**config.mk**
```make
export PLATFORM = sky130hd
export DESIGN_NAME = local_op_sequencer
export DESIGN_NICKNAME = d
export VERILOG_FILES = /design/src/rtl/local_op_sequencer.sv
export SDC_FILE = /design/constraint.sdc
export NUM_CORES = 1
export LEC_CHECK = 0
export CELL_PAD_IN_SITES_DETAIL_PLACEMENT = 1
export CELL_PAD_IN_SITES_GLOBAL_PLACEMENT = 2
export CORE_MARGIN = 5
export CORE_UTILIZATION = 26
export CTS_CLUSTER_SIZE = 40
export DETAILED_ROUTE_END_ITERATION = 10
export PLACE_DENSITY_LB_ADDON = 0.1
export SLEW_MARGIN = 15
export SYNTH_ARGS = -nofsm -noshare
export SYNTH_HDL_FRONTEND = slang
export SYNTH_SLANG_ARGS = --single-unit
```
**constraint.sdc**
```tcl
create_clock -name clk -period 1.5 [get_ports clk]
set_input_delay 0.3 -clock clk [delete_from_list [all_inputs] [get_ports clk]]
set_output_delay 0.3 -clock clk [all_outputs]
set_load 0.03 [all_outputs]
```
**src/rtl/local_op_sequencer.sv**
```systemverilog
// Nibble-serial front end for the local map-algebra operator: loads a 4-nibble
// command, holds operands for EXEC_WAIT cycles, then streams back M and N.
module local_op_sequencer #(
  parameter int EXEC_WAIT = 1
) (
  input  logic       clk,
  input  logic       rst,
  input  logic [3:0] in_data,
  input  logic       in_valid,
  output logic       in_ready,
  output logic [3:0] op_a,
  output logic [3:0] op_b,
  output logic [3:0] op_c,
  output logic [3:0] op_d,
  input  logic [3:0] res_m,
  input  logic [3:0] res_n,
  output logic [3:0] out_data,
  output logic       out_valid,
  input  logic       out_ready,
  output logic       out_last,
  output logic       busy,
  output logic [7:0] frame_count
);

  typedef enum logic [1:0] {
    LOAD   = 2'd0,
    EXEC   = 2'd1,
    SEND_M = 2'd2,
    SEND_N = 2'd3
  } state_t;

  localparam logic [3:0] LAST_CNT = 4'(EXEC_WAIT - 1);

  state_t     state;
  state_t     state_nxt;
  logic [1:0] idx;
  logic [3:0] cnt;
  logic [3:0] n_cap;
  logic       accept;
  logic       send_hs;

  always_comb begin
    state_nxt = state;
    in_ready  = 1'b0;
    out_valid = 1'b0;
    busy      = 1'b1;
    case (state)
      LOAD: begin
        in_ready = ~rst;
        busy     = 1'b0;
        if (in_valid && (idx == 2'd3)) begin
          state_nxt = EXEC;
        end else begin
          state_nxt = LOAD;
        end
      end
      EXEC: begin
        if (cnt == LAST_CNT) begin
          state_nxt = SEND_M;
        end else begin
          state_nxt = EXEC;
        end
      end
      SEND_M: begin
        out_valid = 1'b1;
        if (out_ready) begin
          state_nxt = SEND_N;
        end else begin
          state_nxt = SEND_M;
        end
      end
      SEND_N: begin
        out_valid = 1'b1;
        if (out_ready) begin
          state_nxt = LOAD;
        end else begin
          state_nxt = SEND_N;
        end
      end
      default: begin
        state_nxt = LOAD;
      end
    endcase
  end

  assign accept  = in_valid && in_ready;
  assign send_hs = out_valid && out_ready;

  always_ff @(posedge clk) begin
    if (rst) begin
      state       <= LOAD;
      idx         <= 2'd0;
      cnt         <= 4'd0;
      op_a        <= 4'd0;
      op_b        <= 4'd0;
      op_c        <= 4'd0;
      op_d        <= 4'd0;
      n_cap       <= 4'd0;
      out_data    <= 4'd0;
      out_last    <= 1'b0;
      frame_count <= 8'd0;
    end else begin
      state <= state_nxt;
      case (state)
        LOAD: begin
          if (accept) begin
            case (idx)
              2'd0:    op_a <= in_data;
              2'd1:    op_b <= in_data;
              2'd2:    op_c <= in_data;
              default: op_d <= in_data;
            endcase
            idx <= idx + 2'd1;
            if (idx == 2'd3) begin
              cnt <= 4'd0;
            end
          end
        end
        EXEC: begin
          cnt <= cnt + 4'd1;
          // M goes straight into the output register; N waits for the M handshake.
          if (cnt == LAST_CNT) begin
            out_data <= res_m;
            n_cap    <= res_n;
            out_last <= 1'b0;
          end
        end
        SEND_M: begin
          if (send_hs) begin
            out_data <= n_cap;
            out_last <= 1'b1;
          end
        end
        SEND_N: begin
          if (send_hs) begin
            out_last    <= 1'b0;
            frame_count <= frame_count + 8'd1;
          end
        end
        default: begin
          idx <= 2'd0;
        end
      endcase
    end
  end

endmodule

```
Word-level counts from Yosys, hierarchy flattened

Cells that the tools add are included.

Input bits: 16
Output and inout bits: 32
Word-level logic and storage cells: 66
Register bits after elaboration: 41

Eq/ne operators: 11
Add/sub/neg operators: 3
Reduce and logical (&&, ||, !) cells: 21
Bitwise operators: 2
Muxes and demuxes: 18

Operators with widths:

| kind                                                 | number |
|---|---|
| AND reduction 3 bit                                  | 6 |
| 2-to-1 mux 4 bit                                     | 4 |
| one-hot mux 4 bit (2 select lines)                   | 2 |
| != test 2 bit (second input constant)                | 5 |
| adder 8 x 1 -> 8 bit (second input constant)         | 1 |
| equality test 2 bit (second input constant)          | 4 |
| 2-to-1 mux 1 bit                                     | 8 |
| one-hot mux 2 bit (4 select lines)                   | 1 |
| AND reduction 2 bit                                  | 3 |
| adder 4 x 1 -> 4 bit (second input constant)         | 1 |
| equality test 2 x 1 -> 1 bit (second input constant) | 2 |
| logical NOT 2 bit                                    | 2 |
| logical NOT 4 bit                                    | 1 |
| 2-to-1 mux 2 bit                                     | 2 |
| AND reduction 4 bit                                  | 1 |
| nonzero test 2 bit                                   | 2 |
| logical AND 1 bit                                    | 3 |
| one-hot mux 1 bit (3 select lines)                   | 1 |
| nonzero test 3 bit                                   | 1 |
| OR reduction 3 bit                                   | 1 |
| adder 2 x 1 -> 2 bit (second input constant)         | 1 |
| NOT 1 bit                                            | 2 |
| OR reduction 2 bit                                   | 1 |

Logic depth before layout (Yosys ltp)

Word-level depth: 6
Depth in mapped cells: 6
Depth with buffers taken out: 5

Worst setup path before layout

OpenSTA, ideal clock, no wires.

Kind: flip-flop to output port
Start: register state[0]
End: output port in_ready
Path buffers: 2
Slack: -0.237 ns
Stages on the path, launching flop included: 5
Data required time: 1.200 ns
Arrival: 1.437 ns
Path through: dfxtp_1 -> buf_6 -> clkbuf_1 -> or2_2 -> nor2_1

Longest elaborated chain between the ends: 2

RTL lines:

| item                   | line | RTL |
|---|---|---|
| from (decl)            | 34   | `state_t state;` |
| from (signal assigned) | 103  | `state <= state_nxt;` |
| logical NOT 2 bit      | 47   | `case (state)` |
| 2-to-1 mux 1 bit       | 47   |  |
| to (decl)              | 10   | `output logic in_ready,` |

Every way passes these cells.

Final worst setup path

Start: register state[1]
End: output port in_ready

The elaborated chain is that of the path after synthesis.

==> run metrics <==
status complete, but fails checks; failing checks negative setup slack; Post-DP HPWL 4070 um; Initial DRT Pass Iterations 4; Avg Cell Area, Syn 8.84 um^2; Final Hold Viols 0; Net Count, Synth approximately 240; CP max-delay cell dfxtp_4; slew margin rel. 0.733; DRC errors left 0; Max Buffers Root-to-Sink 2; die area about 0.009 mm^2; synth top area cells dfxtp_1, a21oi_1, nand3_1; Place WS -0.366 ns; cell repeated most along the worst path buf_6; Setup-failing EPs final 1; FFs w/ async S/R, synth 0; global placement routability congestion 0.712; cells after synthesis roughly 220; Die Wd 95.9 um; crit path launch type flop; DIE HEIGHT 95.9 um; top-count cell post-synth dfxtp_1; synth warn 0; combinational fraction of design power 0.202; post-route insts no fill 398; Main synth FF type dfxtp_1; total number of vias 1,871; total gr overflow 0; pin count of the biggest net entering global routing 34; routed len/inst roughly 15 um; Synth Register Bits 41; Antenna Cells 0; Worst EP arrival 1.24 ns; CTS tree done; Hold-fix buffers, CTS 0; sequential area share after synthesis 0.428; port bufs 47; Syn-to-layout area delta 53.8%; hold_sp op_d[2]; synth cell count leaders dfxtp_1, a21oi_1, nand3_1; FF-to-FF Start state[1]; CTS Buf Count 5; CP Class reg2out; First DRT Iteration DRCs 54; initial antenna violation count 0; Final Core Density 0.409; Clock Latency Late Sink 0.29 ns; final cycle utilization of the critical path 1.03; setup TNS -0.0441 ns; CTS clk-pin slew, worst paths 0.08 ns; GRT Resource Usage Total 0.135; worst flop-to-flop path endpoint op_b[1]; max_cap viols 0; H-tree depth 2; crit path time final 1.54 ns; CTS Root Cell clkbuf_8; DRT antenna net count 0; Net Switching 698 uW; CP Cell Sequence buf_6 -> or2_4 -> nor2_4 -> buf_6; vias in the first global route 1,916; Mapped Area around 0.0019 mm^2; Hold Path End op_d[2]; row cnt 31; final WL 6160 um; DR vias/cell ~4.7; Clk pwr share 0.332; pwr dens 833 mW/mm^2; cell-internal power 1760 uW; Fmax 648 MHz; LEAKAGE between 0.001 and 0.0015 uW; Pins Over Slew Limit 0; FF-to-FF setup slack 0 ns; worst-margin pin slew roughly 0.40 ns; WHS Path Cells 2; cell taking the most area after synthesis dfxtp_1; fraction of layout cells with a size suffix above 1 0.244; share of total power in sequential cells 0.466; Post-Place Cells 380; slowest stage delay, CP 0.37 ns; RSZ-0062 raised after global routing true; Worst EP required 1.20 ns; Core Area 0.00721 mm^2; final net count 322; skew final 0.00809 ns; first-pass GRT wire length around 9700 um; clock sink total 41; IO Pins 48; Setup WS post-layout -0.0441 ns; Worst IR Drop VDD 0.000334 V; Hold WC Path Type reg2reg; Crit Path Max Fanout 4; Post-synth EDFFs 0; reg2reg path depth 4; Yosys top cell area share 0.428; Sw Ratio 0.284; Initial Util 0.266; post-synthesis cell type count 42; crit path capture type output port
## per-stage QoR
step | power, uW | cell area, um^2 | hold WS (ns)
after global routing | 2590 | 2950 | 0.498
final | 2460 | 2950 | 0.465
after floorplan | 1430 | 1930 | 0.448
after global placement | 1630 | 2680 | 0.457
after detailed placement | 1630 | 2680 | 0.462
after CTS | 2480 | 2840 | 0.471
## power groups by stage
stage               Clock [uW]  Combinational (uW)  Sequential (uW)
floorplan                    0                 213             1220
global placement             0                 451             1180
detailed placement           0                 453             1180
CTS                        858                 475             1150
global route               895                 541             1150
finish                     816                 497             1150
## critical path: cells and delay by family (launching register included)
kind / cells / cell delay [ns]
flip-flops: 1 / 0.37
AND/OR/NAND/NOR: 2 / 0.34
buffers and inverters: 2 / 0.24
## state kept, by name (all words and copies together), names as in the netlist
signal       count
n_cap            4
out_data         4
cnt              4
op_d             4
out_last         1
idx              2
frame_count      8
op_a             4
op_b             4
op_c             4
state            2
## cell families (layout without fill, tap and decap cells)
kind of cell | count (synthesis) | in the layout | share of synthesized area
buf+inv | 27 | 108 | 0.0691
flops | 41 | 41 | 0.428
simple gates | 60 | 61 | 0.194
compound gates | 72 | 72 | 0.213
xor+xnor | 3 | 3 | 0.0137
fa+ha+maj | 8 | 8 | 0.0522
mux | 6 | 6 | 0.0313
## layout make-up
type / instances / area [um^2]
Timing Repair Buffer: 88 / 795
Tap cell: 99 / 124
Clock buffer: 7 / 96.3
Sequential cell: 41 / 830
Fill cell: 865 / 4260
Multi-Input combinational cell: 150 / 1060
Inverter: 12 / 45.0
Clock inverter: 1 / 5.00
## layout by cell type (no fill, tap or decap), drive strengths merged, types with 2 or more instances in the layout
| master | count |
|---|---|
| buf | 44 |
| or4 | 4 |
| xor2 | 2 |
| inv | 11 |
| o31ai | 5 |
| nor2 | 8 |
| clkinv | 2 |
| mux2i | 6 |
| a21oi | 30 |
| nand3 | 25 |
| clkbuf | 7 |
| nand2 | 5 |
| o21ai | 24 |
| dlygate4sd2 | 31 |
| nand4 | 3 |
| nor2b | 2 |
| a211oi | 8 |
| nor3 | 2 |
| or4b | 2 |
| ha | 8 |
| clkdlybuf4s50 | 13 |
| dfxtp | 41 |
## per-layer routing
metal  global-route usage  wire length [um]  vias to the layer above
met5                    0                 0                        -
met4               0.0320                48                        0
met3               0.0328               255                        4
met2                0.210              2780                       37
met1                0.187              3080                      879
li1                     -                 -                      951
## what timing repair did
item / in CTS / in global routing
setup endpoints to repair: 42 / 30
resized for setup: 50 / 15
pin swaps: 5 / 5
cloned: 1 / 0
buffers inserted: 5 / 4
## how the worst max path moves through the flow
stage | from | endpoint | slack (ns) | cells after the start
floorplan | frame_count[0] | frame_count[6] | 0.001 | 4
global placement | in_valid | op_d[3] | -0.33 | 4
detailed placement | in_valid | op_b[3] | -0.37 | 4
CTS | state[1] | in_ready | -0.07 | 4
global route | state[1] | in_ready | -0.09 | 4
finish | state[1] | in_ready | -0.04 | 4
(Power assumes the default switching activity.)
